**src/rtl/noc_out_wormhole_arbiter.sv**
```systemverilog
// Output-port arbiter for one NoC router channel: round-robin on head flits,
// wormhole lock held until the tail transfers, with a stall watchdog.
module noc_out_wormhole_arbiter #(
   parameter int NUM_REQ   = 5,
   parameter int IDX_W     = $clog2(NUM_REQ),
   parameter int CNT_W     = 16,
   parameter int STALL_MAX = 255
) (
   input  logic               clk_noc,
   input  logic               arst_noc,
   input  logic [NUM_REQ-1:0] req_i,
   input  logic [NUM_REQ-1:0] head_i,
   input  logic [NUM_REQ-1:0] tail_i,
   input  logic               out_ready_i,
   output logic [NUM_REQ-1:0] grant_o,
   output logic [IDX_W-1:0]   grant_idx_o,
   output logic               locked_o,
   output logic               fwd_o,
   output logic [CNT_W-1:0]   pkt_cnt_o,
   output logic               stall_o,
   output logic               proto_err_o
);

   // state  | meaning
   // IDLE   | no packet owns the output; arbitrate among head flits
   // LOCKED | grant_idx_o owns the output until its tail transfers
   typedef enum logic {IDLE, LOCKED} state_t;

   localparam int SW = $clog2(STALL_MAX + 1);

   state_t             state, state_nxt;
   logic [NUM_REQ-1:0] grant_nxt, cand;
   logic [IDX_W-1:0]   idx_nxt, ptr, ptr_nxt, win_idx;
   logic               win_vld, take_win;
   logic               first_done, first_done_nxt;
   logic [CNT_W-1:0]   pkt_cnt_nxt;
   logic [SW-1:0]      stall_cnt, stall_cnt_nxt;
   logic               proto_err_nxt;
   logic               req_g, head_g, tail_g;
   int                 j;

   assign locked_o = (state == LOCKED);
   assign req_g    = req_i[grant_idx_o];
   assign head_g   = head_i[grant_idx_o];
   assign tail_g   = tail_i[grant_idx_o];
   assign fwd_o    = locked_o & req_g & out_ready_i;

   // The current holder is masked out: when it re-arbitrates it is presenting its tail.
   assign cand = req_i & head_i & (locked_o ? ~grant_o : {NUM_REQ{1'b1}});

   always_comb begin
      win_vld = 1'b0;
      win_idx = '0;
      j       = 0;
      for (int i = 0; i < NUM_REQ; i++) begin
         j = int'(ptr) + i;
         if (j >= NUM_REQ) j = j - NUM_REQ;
         if (!win_vld && cand[j]) begin
            win_vld = 1'b1;
            win_idx = IDX_W'(j);
         end
      end
   end

   always_comb begin
      state_nxt      = state;
      grant_nxt      = grant_o;
      idx_nxt        = grant_idx_o;
      ptr_nxt        = ptr;
      first_done_nxt = first_done;
      pkt_cnt_nxt    = pkt_cnt_o;
      stall_cnt_nxt  = stall_cnt;
      proto_err_nxt  = 1'b0;
      take_win       = 1'b0;
      case (state)
         IDLE: begin
            stall_cnt_nxt = '0;
            take_win      = win_vld;
         end
         LOCKED: begin
            if (fwd_o) begin
               stall_cnt_nxt  = '0;
               first_done_nxt = 1'b1;
               proto_err_nxt  = head_g & first_done;
               if (tail_g) begin
                  pkt_cnt_nxt = pkt_cnt_o + 1'b1;
                  if (win_vld) begin
                     take_win = 1'b1;
                  end else begin
                     state_nxt      = IDLE;
                     grant_nxt      = '0;
                     idx_nxt        = '0;
                     first_done_nxt = 1'b0;
                  end
               end
            end else if (!req_g && stall_cnt != SW'(STALL_MAX)) begin
               stall_cnt_nxt = stall_cnt + 1'b1;
            end
         end
         default: state_nxt = IDLE;
      endcase
      if (take_win) begin
         state_nxt      = LOCKED;
         grant_nxt      = NUM_REQ'(1) << win_idx;
         idx_nxt        = win_idx;
         ptr_nxt        = (win_idx == IDX_W'(NUM_REQ - 1)) ? '0 : win_idx + 1'b1;
         first_done_nxt = 1'b0;
      end
   end

   always_ff @(posedge clk_noc) begin
      if (!arst_noc) begin
         state       <= IDLE;
         grant_o     <= '0;
         grant_idx_o <= '0;
         ptr         <= '0;
         first_done  <= 1'b0;
         pkt_cnt_o   <= '0;
         stall_cnt   <= '0;
         stall_o     <= 1'b0;
         proto_err_o <= 1'b0;
      end else begin
         state       <= state_nxt;
         grant_o     <= grant_nxt;
         grant_idx_o <= idx_nxt;
         ptr         <= ptr_nxt;
         first_done  <= first_done_nxt;
         pkt_cnt_o   <= pkt_cnt_nxt;
         stall_cnt   <= stall_cnt_nxt;
         stall_o     <= (stall_cnt_nxt == SW'(STALL_MAX));
         proto_err_o <= proto_err_nxt;
      end
   end

endmodule
```
**config.mk**
```make
export PLATFORM = sky130hd
export DESIGN_NAME = noc_out_wormhole_arbiter
export DESIGN_NICKNAME = d
export VERILOG_FILES = /design/src/rtl/noc_out_wormhole_arbiter.sv
export SDC_FILE = /design/constraint.sdc
export NUM_CORES = 1
export LEC_CHECK = 0
export ABC_AREA = 1
export BUFFER_PORTS_ARGS = -buffer_cell sky130_fd_sc_hd__buf_2
export CAP_MARGIN = 30
export CORE_MARGIN = 2
export CORE_UTILIZATION = 30
export CTS_CLUSTER_SIZE = 25
export DETAILED_ROUTE_END_ITERATION = 8
export PLACE_DENSITY = 0.6
export SYNTH_ARGS = -nofsm -noshare
export SYNTH_HDL_FRONTEND = slang
export SYNTH_SLANG_ARGS = --single-unit
```
**constraint.sdc**
```tcl
create_clock -name clk_noc -period 2.9 [get_ports clk_noc]
set_input_delay 0.58 -clock clk_noc [delete_from_list [all_inputs] [get_ports clk_noc]]
set_output_delay 0.58 -clock clk_noc [all_outputs]
set_load 0.1 [all_outputs]
```
==> out/metrics.yaml <==
status: "finished, final reports clean"
power.internal_mw: 2.86
routed_wl_um: 9250
report.power.total_mw: 6.01
cts_made_buffers: 5
timing.setup.critical_path_class: "register to register"
cap_viol_max_count: 0
ys.warnings.count: 0
post_route_utilization: 0.426
power.leakage_nw: 2.03
ff2ff_path_depth: 22
r2r_setup_slack_ps: 9
post_synth_most_frequent_cells: "nand2_1 (126), inv_1 (67), nand3_1 (49)"
die_wd_um: 107
clk-insertion-delay-late_ps: 290
final_max_slew_viol_count: 0
holdWs_ps: 452
first_global_vias: 3118
post_synth_main_area_contributors: "dfxtp_1 (25%), nand2_1 (15%), inv_1 (7.9%)"
clock_tree.root_cell: "clkbuf_8"
globalplace.congestion: 0.818
crit_path_start: "ptr[1]"
stdcell_count: 730
die_area_sq_mm: 0.0114
critical_path_peak_fanout: 8
final_period_demand_of_the_worst_path_ps: 2890
achievable-frequency_mhz: 346
cts_tree: "done"
finalNetCount: 630
clk_pin_slew_ps: 80
antenna_found_initial: 0
grt_setup_unrepaired: "true"
drt_pre_antenna_iters: 4
numPlacedInstances: 710
post_route_cells_drive_above_1_share: 0.372
detailed_place_hpwl_um: 6950
synth-edff-count: 0
grt_pass1_wl_um: 14500
critical_path.endpoint: "ptr[2]"
number_of_drc_markers_after_the_initial_detailed_route_iteration: 238
areaGrowthSynthToFinish_pct: 38.0
dr_total_vias: 3511
cp_data_arrival_time_ps: 3090
place.port_buffers: 45
ctsHtreeMaxLevel: 2
synth.lib_cells_used.distinct: 36
setup_slack_ps: 9.41
final_design_area_no_fill_sq_mm: 0.00438
portion_of_the_post_synthesis_area_used_by_sequential_elements: 0.246
post-synth-top-count-cell: "nand2_1"
yosysTopAreaCellShare: 0.246
ctsLongestPathBuffers: 2
start_util: 0.309
postSynth.topFlopCell: "dfxtp_1"
fin_skew_ps: 8.82
fin_setup_tns_ps: 0
max-vdd-ir-drop_mv: 0.622
timing.rr.start: "ptr[1]"
sequential_fraction_of_design_power: 0.118
track_usage: 0.153
finalHoldViolations: 0
comb_power_share: 0.813
synth_fp_nets: 535
dominant_cell_type_by_area_after_synthesis: "dfxtp_1"
ant_nets: 0
remaining_drc_errors: 0
placement_rows: 37
postSynthCellCount: 498
min-delay-path-class: "register to register"
switching_share: 0.523
avgRoutedWirePerCell_um: 12.7
start_kind: "register"
synth.ff_latch_count: 39
nFillCells: 1051
timing.final.setup_violations: 0
worst_slew_margin_rel: 0.645
globalRoute.totalOverflow: 0
die_h_um: 107
setup.worst_path.end_class: "register"
cts.sink_count: 39
reg2reg_to: "ptr[2]"
timing.critical_path.required_ps: 3090
coreArea_sq_mm: 0.0103
number_of_antenna_repair_diodes: 0
route.detailed.vias_per_inst: 4.81
io_pins: 46
period_share: 0.997
maximum_number_of_pins_on_one_net_before_global_route_repair: 22
dpl-instance-area_sq_mm: 0.00385
power.clock.fraction: 0.069
worst_slew_pin_slew_ps: 532
net-switching-power_mw: 3.14
netlist_area_sq_mm: 0.00317
power_density_mw_per_mm2: 1370
synthArstFlopShare: 0
post_synth.cell_area_avg_sq_um: 6.37
post-place-ws_ps: -180
==> what timing repair did <==
item                       4_1_cts  5_1_grt
setup endpoints to repair        4        8
hold buffers                     0        0
gates resized for setup         23       60
setup buffers                    9        4
pin swaps                       13       31
==> layout by cell type, fill, tap and decap left out, drive strengths merged, types with 10 or more instances in the layout <==
cell type	Yosys	routed
o21ai	30	30
nor3	10	10
nand2	153	153
inv	75	75
nand3	57	57
a21oi	23	23
nand4	17	17
buf	5	96
nor2	39	39
dfxtp	39	39
ha	19	19
==> flip-flops by register name, summed over array words and instances, names as in the netlist <==
signal       cells
pkt_cnt_o       16
stall_o          1
proto_err_o      1
stall_cnt        8
locked_o         1
first_done       1
grant_o          5
ptr              3
grant_idx_o      3
==> power groups by stage <==
| stage | Combinational (mW) | Sequential [mW] | Clock (mW) |
|---|---|---|---|
| after floorplan | 2.41 | 0.925 | 0 |
| after global placement | 3.80 | 0.712 | 0 |
| after detailed placement | 3.83 | 0.715 | 0 |
| after CTS | 4.20 | 0.703 | 0.422 |
| after global routing | 5.31 | 0.723 | 0.449 |
| final | 4.88 | 0.712 | 0.414 |
==> critical path, cell delays in order (launching register included) <==
cell	delay [ps]
dfxtp_4	370
buf_12	150
ha_1	210
nand2_1	110
nand3_4	120
nand2_2	110
xor2_2	220
inv_1	100
nand2_2	120
nand2_4	80
nor2_8	130
nand2_2	80
nor2_4	140
nand2_2	80
nand2_2	90
inv_2	50
ha_4	160
ha_4	250
inv_2	20
nor2_1	80
nor2_1	50
nand2_1	50
inv_1	30
==> final cells by class <==
class / count / area [sq um] / share of cell area
clock buffer: 7 / 96.3 / 0.0220
inverter: 76 / 299 / 0.0682
timing repair buffer: 96 / 656 / 0.150
tap: 136 / 170 / 0.0388
multi-input combinational: 375 / 2350 / 0.536
clock inverter: 1 / 6.26 / 0.00143
sequential: 39 / 805 / 0.184
==> cell families after synthesis <==
group                      Yosys count  share of synthesized area
and+or+nand+nor                    285                      0.439
buffers and inverters               84                      0.105
AOI/OAI and AO/OA                   61                      0.104
DFF                                 39                      0.246
adders and majority gates           19                     0.0749
xor gates and xnor gates            10                     0.0300
==> worst min-delay path by stage <==
| stage | startpoint | endpoint | slack (ps) | cells past startpoint |
|---|---|---|---|---|
| global route | grant_o[3] | grant_o[3] | 470 | 2 |
| finish | first_done | proto_err_o | 450 | 2 |
| global placement | first_done | proto_err_o | 440 | 2 |
| CTS | first_done | proto_err_o | 460 | 2 |
| detailed placement | grant_o[3] | grant_o[3] | 440 | 2 |
| floorplan | first_done | proto_err_o | 420 | 2 |
==> layer usage <==
metal | wire length [um] | global-route usage | vias to the layer above | share of wire
met5 | 0 | 0 | - | 0
met4 | 91 | 0.0278 | 0 | 0.0098
met3 | 523 | 0.0225 | 10 | 0.057
met2 | 4350 | 0.253 | 88 | 0.47
met1 | 4290 | 0.214 | 1601 | 0.46
li1 | - | - | 1812 | -
Note: power is estimated with default switching activity, not from simulation.
